**config.mk**
```make
export PLATFORM = sky130hd
export DESIGN_NAME = logic_op_pipe
export DESIGN_NICKNAME = d
export VERILOG_FILES = /design/src/rtl/logic_op_pipe_pkg.sv /design/src/rtl/logic_op_pipe_stage.sv /design/src/rtl/logic_op_pipe.sv
export SDC_FILE = /design/constraint.sdc
export NUM_CORES = 1
export LEC_CHECK = 0
export CORE_MARGIN = 2
export CORE_UTILIZATION = 30
export CTS_CLUSTER_DIAMETER = 40
export DETAILED_ROUTE_END_ITERATION = 6
export RECOVER_POWER = 25
export SLEW_MARGIN = 10
export SYNTH_ARGS = -nofsm -noshare
export SYNTH_HDL_FRONTEND = slang
export SYNTH_SLANG_ARGS = --single-unit
```
**constraint.sdc**
```tcl
create_clock -name clk -period 3.83 [get_ports clk]
set_input_delay 0.766 -clock clk [delete_from_list [all_inputs] [get_ports clk]]
set_output_delay 0.766 -clock clk [all_outputs]
set_load 0.02 [all_outputs]
```
**src/rtl/logic_op_pipe_pkg.sv**
```systemverilog
// Shared types and the bitwise operation used by both the combinational
// output and the stage-0 load of logic_op_pipe.
package logic_op_pkg;

  localparam int MAX_WIDTH = 32;

  typedef enum logic [1:0] {
    OP_AND  = 2'd0,
    OP_OR   = 2'd1,
    OP_XOR  = 2'd2,
    OP_NAND = 2'd3
  } op_e;

  // Evaluated at full width; callers truncate to their own operand width.
  function automatic logic [MAX_WIDTH-1:0] apply_op(
    input logic [MAX_WIDTH-1:0] a,
    input logic [MAX_WIDTH-1:0] b,
    input op_e                  op
  );
    logic [MAX_WIDTH-1:0] r;
    case (op)
      OP_AND:  r = a & b;
      OP_OR:   r = a | b;
      OP_XOR:  r = a ^ b;
      OP_NAND: r = ~(a & b);
      default: r = '0;
    endcase
    return r;
  endfunction

endpackage

```
**src/rtl/logic_op_pipe_stage.sv**
```systemverilog
// One pipeline register: a valid bit plus WIDTH data bits, loaded when en=1,
// held otherwise, cleared by synchronous reset.
module logic_op_stage #(
  parameter int WIDTH = 8
) (
  input  logic             clk,
  input  logic             rst,
  input  logic             en,
  input  logic             in_valid,
  input  logic [WIDTH-1:0] in_data,
  output logic             out_valid,
  output logic [WIDTH-1:0] out_data
);

  always_ff @(posedge clk) begin
    if (rst) begin
      out_valid <= 1'b0;
      out_data  <= '0;
    end else if (en) begin
      out_valid <= in_valid;
      out_data  <= in_data;
    end
  end

endmodule

```
**src/rtl/logic_op_pipe.sv**
```systemverilog
// Bitwise logic unit with a combinational result and a STAGES-deep
// valid/ready pipelined result, plus a saturating count of output transfers.
module logic_op_pipe
  import logic_op_pkg::*;
#(
  parameter int WIDTH  = 8,
  parameter int STAGES = 2
) (
  input  logic             clk,
  input  logic             rst,
  input  logic [WIDTH-1:0] a,
  input  logic [WIDTH-1:0] b,
  input  logic [1:0]       op,
  input  logic             in_valid,
  output logic             in_ready,
  output logic [WIDTH-1:0] out_comb,
  output logic [WIDTH-1:0] out_reg,
  output logic             out_valid,
  input  logic             out_ready,
  output logic [15:0]      done_cnt
);

  // Handshake: a transfer happens on a rising edge where valid && ready.
  // The whole pipeline advances together (en) whenever the last stage is
  // empty or being drained; in_ready is that same enable, so a producer may
  // hold valid high and must keep its data stable until it sees in_ready.
  logic                   en;
  logic                   out_xfer;
  logic [STAGES:0]        stage_valid;
  logic [STAGES:0][WIDTH-1:0] stage_data;

  assign out_comb = WIDTH'(apply_op(MAX_WIDTH'(a), MAX_WIDTH'(b), op_e'(op)));

  assign en       = !out_valid || out_ready;
  assign in_ready = en;
  assign out_xfer = out_valid && out_ready;

  // Index 0 is the incoming transaction; index STAGES is the last register.
  assign stage_valid[0] = in_valid;
  assign stage_data[0]  = out_comb;

  for (genvar i = 0; i < STAGES; i++) begin : g_stage
    logic_op_stage #(
      .WIDTH (WIDTH)
    ) u_stage (
      .clk       (clk),
      .rst       (rst),
      .en        (en),
      .in_valid  (stage_valid[i]),
      .in_data   (stage_data[i]),
      .out_valid (stage_valid[i+1]),
      .out_data  (stage_data[i+1])
    );
  end

  assign out_valid = stage_valid[STAGES];
  assign out_reg   = stage_data[STAGES];

  // Reset takes priority, so a transfer coinciding with reset is not counted.
  always_ff @(posedge clk) begin
    if (rst) begin
      done_cnt <= '0;
    end else if (out_xfer && (done_cnt != 16'hFFFF)) begin
      done_cnt <= done_cnt + 16'd1;
    end
  end

endmodule

```
==> results.json, run 1 <==
{
  "top_layer_used": "met4",
  "fmax_mhz": 299,
  "finalSetupViolations": 0,
  "synthSimpleGateAreaFrac_pct": 24.8,
  "die_width_um": 85.8,
  "synthAdderAreaFrac_pct": 10.6,
  "dieArea_um2": 7360,
  "holdPathEnd": "g_stage[1].u_stage.out_data[6]",
  "synthMuxAreaShare_pct": 0.499,
  "grt-ovfl-total": 0,
  "wl_met1_mm": 2.16,
  "synthCells": 250,
  "io_buffers": 55,
  "row_count": 29,
  "ant_nets": 0,
  "p_leak_uw": 0.00109,
  "synth_area_um2": 2010,
  "nets": 340,
  "worstMarginPinSlew_ps": 1780,
  "grt_max_degree": 32,
  "design_area_um2": 2710,
  "drive_gt1_share_pct": 5.96,
  "drt_iter0_markers": 62,
  "status": "finished with violations",
  "peakVddDrop_mv": 0.116,
  "num_vias": 1879,
  "cts.clk_slew.worst_paths_ps": 70,
  "drc": 5,
  "dp_hpwl_mm": 3.29,
  "violations": "design-rule violations, max-capacitance violations, max-slew violations",
  "grt_pass1_vias": 1684,
  "crit_buf_inv": 3,
  "ys_types": 40,
  "critPathKind": "input pin to primary output",
  "async_reset_ff_share_pct": 0,
  "groute.usage.overall_pct": 12.6,
  "synth_edf_count": 0,
  "initial_core_util_pct": 31.2,
  "min-delay-path-class": "flip-flop to flip-flop",
  "r2r_end": "done_cnt[5]",
  "clock_sinks": 34,
  "die_y_um": 85.8,
  "rrSetupSlack_ps": 1130,
  "clockBufferDepth": 2,
  "drt_first_pass_iters": 7,
  "finClkSkew_ps": 6.97,
  "crit_chain": "clkdlybuf4s50_1 > buf_4 > o21ai_0 > o21ai_0 > clkdlybuf4s50_1",
  "cts_setup_buffers": 0,
  "reg2reg_depth": 4,
  "yosysSeqAreaShare_pct": 33.9,
  "grt_pass1_wl_mm": 7.50,
  "cts_hold_buf": 0,
  "cap_violations": 1,
  "postCtsResizedCells": 0,
  "cts_tree": "built",
  "antenna_found_initial": 0,
  "ys_ff_latch": 34,
  "crit_path_end_kind": "primary output",
  "path_delay_family": "buffers and inverters",
  "crit_required_ps": 3060,
  "area_growth_pct": 34.9,
  "cellPowerDensity_nw_per_um2": 314,
  "n_antenna_cell": 0,
  "critPathSlowestCell": "clkdlybuf4s50_1",
  "core_um2": 6420,
  "synth-main-ff-cell": "dfxtp_1",
  "synth_xor_area_share_pct": 0.437,
  "synth_warnings": 0,
  "fin_crit_sh_pct": 87.3,
  "h-tree-depth": 2,
  "grt_setup_unrepaired": "false",
  "met2_length_mm": 2.01,
  "drt-vias-per-instance": 4.96,
  "critPathMaxStageDelay_ps": 680,
  "syn-num-nets": 289,
  "postLayoutCoreUtil_pct": 42.1,
  "cts-root-buf": "clkbuf_8",
  "r2r_start": "done_cnt[12]",
  "insertion_delay_ps": 290,
  "synth_compound_area_share_pct": 22.8,
  "placed_area_um2": 2610,
  "gp_congestion": 0.771,
  "hold_depth": 2,
  "wl_met3_um": 297,
  "min_from": "g_stage[1].u_stage.out_data[6]",
  "routedWlPerCell_um": 11.8,
  "fin_crit_ps": 3340,
  "numCtsBuffers": 5,
  "synth_top_family_by_area": "simple AND/OR/NAND/NOR gates",
  "path_max_fanout": 31,
  "slew_headroom_pct": -20.0,
  "routed_wl_mm": 4.49,
  "finalHoldViolCount": 0,
  "cp-start-kind": "input pin",
  "ioPinCount": 56,
  "arrival_ps": 2580,
  "syn_area_per_cell_um2": 8.02,
  "finalMaxSlewViolations": 15,
  "tns_ps": 0
}
cell type report:
cell class	count	area, µm²
Clock buffer	6	72.6
Timing Repair Buffer	58	569
Multi-Input combinational cell	182	1170
Fill cell	672	3720
Sequential cell	34	681
Tap cell	77	96.3
Clock inverter	2	37.5
Inverter	20	75.1
worst min-delay path, cell delays in order (launching register included):
cell and delay, ps:
dfxtp_1 310, nand2_1 50, a21oi_1 50
per-layer routing:
metal / vias to the layer above / track usage [%]
met5: - / 0
met4: 0 / 4.33
met3: 2 / 3.37
met2: 56 / 21.1
met1: 840 / 15.6
li1: 981 / -
flip-flops by register name (all words and copies together) (netlist names):
register,cells
done_cnt,16
g_stage.u_stage.out_data,16
g_stage.u_stage.out_valid,2
cell usage after synthesis (all sizes together) (3+ instances only):
cell	n	area share [%]
nand4	5	2.2
nor2b	8	2.5
o211ai	5	1.9
nor2	9	1.7
dfxtp	34	34
a21oi	21	5.2
clkbuf	8	1.5
inv	20	3.7
o21ai	23	5.7
o211a	8	4.0
nand2b	7	2.2
buf	6	1.7
or3	5	1.6
a211oi	3	1.1
nand2	38	7.1
ha	17	11
or4	3	1.1
nand3	5	1.2
o31ai	3	1.1
how the worst max path moves through the flow:
| stage | start | to | cells after the start |
|---|---|---|---|
| after floorplan | op[0] | out_comb[7] | 3 |
| after global placement | a[0] | out_comb[0] | 7 |
| after detailed placement | a[0] | out_comb[0] | 7 |
| after CTS | a[0] | out_comb[0] | 7 |
| after global routing | op[1] | out_comb[5] | 4 |
| final | op[0] | out_comb[7] | 5 |
report_power, final:
part	internal [µW]	switching, µW
combinational	74.6	73.7
sequential	369	7.81
clock	194	131
total	637	212
placed cells by master (no fill, tap or decap), drive strengths merged, types with 3 or more instances in the layout:
master,Yosys,layout
clkdlybuf4s50,0,52
a211oi,3,3
or3,5,5
o21ai,23,23
o211a,8,8
a21oi,21,21
o211ai,5,5
or4,3,3
o31ai,3,3
nand3,5,5
nand2,38,38
nor2,9,9
ha,17,17
nand2b,7,7
dfxtp,34,34
nor2b,8,8
clkbuf,8,7
dlygate4sd3,0,3
inv,20,20
nand4,5,5
through the flow:
stage / setup slack (ps) / hold slack (ps) / instances / total power [µW]
2_1_floorplan: 1390 / 431 / 250 / 463
3_3_place_gp: 481 / 442 / 371 / 534
3_5_place_dp: 494 / 445 / 371 / 535
4_1_cts: 482 / 458 / 379 / 863
5_1_grt: 311 / 474 / 379 / 891
6_report: 486 / 452 / 379 / 850
cells by family after synthesis:
kind of cell | after synthesis
buffers and inverters | 34
and+or+nand+nor | 91
adders and majority gates | 17
DFF | 34
muxes | 1
AOI/OAI and AO/OA | 72
xor gates and xnor gates | 1
Note: power is estimated with default switching activity, not from simulation.
==> run 2, diff against run 1 <==
PLACE_DENSITY = 0.54   (was not set)
==> run 2 against run 1 <==
  * The run still ends with design-rule violations, max-capacitance violations, max-slew violations left
  * Worst setup slack got worse by 17 ps
  * Sequential power about the same
  * Die area unchanged
  * Final area decreased by 1.0%
  * Non-clock buffer count unchanged
  * Via count decreased by 0.43%
  * Flip-flop and latch count unchanged
  * Cell count decreased by 0.53%
  * Largest power group unchanged
  * Maximum frequency decreased by 0.51%
  * Critical path depth increased by 2
  * Register-to-register slack about the same
  * Combinational power about the same
==> results.json, run 2 (synthesis results as in run 1) <==
{
  "reg.largest.list": "done_cnt (16), g_stage.u_stage.out_data (16), g_stage.u_stage.out_valid (2)",
  "tns_ps": 0,
  "routedWlPerCell_um": 12.2,
  "fin_crit_ps": 3360,
  "cts_setup_buffers": 0,
  "use_met1_pct": 15.2,
  "io_buffers": 55,
  "placed_area_um2": 2610,
  "r2r_start": "done_cnt[12]",
  "finalSetupViolations": 0,
  "initial_core_util_pct": 31.2,
  "path_max_fanout": 2,
  "cts_hold_buf": 0,
  "grtUsageMet3_pct": 4.33,
  "violations": "design-rule violations, max-capacitance violations, max-slew violations",
  "dieArea_um2": 7360,
  "fin_crit_sh_pct": 87.8,
  "numCtsBuffers": 5,
  "drt_first_pass_iters": 7,
  "h-tree-depth": 2,
  "postCtsResizedCells": 0,
  "drive_gt1_share_pct": 5.67,
  "clockBufferDepth": 2,
  "power_frac_seq_pct": 47.8,
  "crit_required_ps": 3060,
  "grt-ovfl-total": 0,
  "min-delay-path-class": "flip-flop to flip-flop",
  "row_count": 29,
  "dp_hpwl_mm": 3.29,
  "grtUsageMet2_pct": 22.8,
  "area_growth_pct": 33.5,
  "reg2reg_depth": 4,
  "most-common-layout-cells": "53 x clkdlybuf4s50_1, 38 x nand2_1, 34 x dfxtp_1, 23 x o21ai_0, 21 x a21oi_1",
  "ant_nets": 0,
  "status": "finished with violations",
  "crit_path_end_kind": "primary output",
  "r2r_end": "done_cnt[7]",
  "nets": 340,
  "fmax_mhz": 298,
  "p_total_uw": 786,
  "num_vias": 1871,
  "final_common_cell": "clkdlybuf4s50_1",
  "finalHoldViolCount": 0,
  "cp-start-kind": "input pin",
  "drc": 2,
  "cts-root-buf": "clkbuf_8",
  "grt_busiest_layer": "met2",
  "design_area_um2": 2680,
  "ioPinCount": 56,
  "cts.clk_slew.worst_paths_ps": 70,
  "n_antenna_cell": 0,
  "postLayoutCoreUtil_pct": 41.7,
  "cap_violations": 1,
  "peakVddDrop_mv": 0.113,
  "finClkSkew_ps": 4.16,
  "cp-endpoint": "out_comb[5]",
  "die_width_um": 85.8,
  "grt_pass1_vias": 1750,
  "routed_wl_mm": 4.59,
  "p_int_uw": 582,
  "core_um2": 6420,
  "net-switching-power_uw": 204,
  "groute.usage.overall_pct": 13.3,
  "critPathKind": "input pin to primary output",
  "cts_tree": "built",
  "clockPowerShare_pct": 33.3,
  "slew_headroom_pct": -20.2,
  "critPathLaunch": "a[5]",
  "grt_setup_unrepaired": "false",
  "p_sw_share_pct": 26.0,
  "worstMarginPinSlew_ps": 1790,
  "cellPowerDensity_nw_per_um2": 294,
  "arrival_ps": 2600,
  "drt_iter0_markers": 58,
  "p_comb_share_pct": 18.8,
  "antenna_found_initial": 0,
  "drt-vias-per-instance": 4.96,
  "grt_pass1_wl_mm": 7.85,
  "grt_max_degree": 32,
  "die_y_um": 85.8,
  "rrSetupSlack_ps": 1120,
  "p_leak_uw": 0.00107,
  "clock_sinks": 34,
  "insertion_delay_ps": 280,
  "finalMaxSlewViolations": 15,
  "gp_congestion": 0.719
}
[run 2: cell count changes in the layout (fill, tap and decap cells not counted), sizes merged]
cell,previous run,this run
clkdlybuf4s50,52,53
dlygate4sd3,3,2
bufinv,1,0
clkinvlp,1,0
[run 2: metal layers]
layer  up-vias  wire, µm
met3         4       290
met2        51      2070
met1       838      2160
met5         -         0
met4         0        71
li1        978         -
[run 2: power by group through the flow]
stage / sequential, µW / clock (µW) / combinational [µW]
after floorplan: 391 / 0 / 72.5
after global placement: 384 / 0 / 149
after detailed placement: 384 / 0 / 151
after CTS: 377 / 273 / 151
after global routing: 378 / 285 / 166
final: 376 / 262 / 148
[run 2: worst min path at each step]
stage                                           endpoint                      startpoint  slack, ps  cells after the start
after global placement    g_stage[1].u_stage.out_data[7]  g_stage[0].u_stage.out_data[7]        440                      2
after CTS                 g_stage[1].u_stage.out_data[5]  g_stage[0].u_stage.out_data[5]        450                      2
after floorplan           g_stage[1].u_stage.out_data[0]  g_stage[0].u_stage.out_data[0]        430                      2
after detailed placement  g_stage[1].u_stage.out_data[5]  g_stage[0].u_stage.out_data[5]        440                      2
after global routing      g_stage[1].u_stage.out_data[6]  g_stage[0].u_stage.out_data[6]        470                      2
final                     g_stage[1].u_stage.out_data[6]  g_stage[1].u_stage.out_data[6]        450                      2
[run 2: through the flow]
step                setup WS, ps  hold slack, ps  cells
finish                       469             452    377
global route                 265             471    377
CTS                          446             449    377
floorplan                   1390             431    250
global placement             493             442    371
detailed placement           453             439    371
[run 2: area by class of cell]
| type | instances | area, µm² |
|---|---|---|
| clock buffers | 6 | 82.6 |
| repair buffers | 58 | 569 |
| multi-input cells | 182 | 1170 |
| flip-flops and latches | 34 | 681 |
| well taps | 77 | 96.3 |
| fillers | 648 | 3740 |
| inverters | 20 | 75.1 |
[run 2: worst max-delay path, stage by stage]
cell and delay [ps]:
clkdlybuf4s50_1 490, inv_1 50, ha_1 260, nor2b_1 110, o21ai_0 70, o21ai_0 160
clkdlybuf4s50_1 680
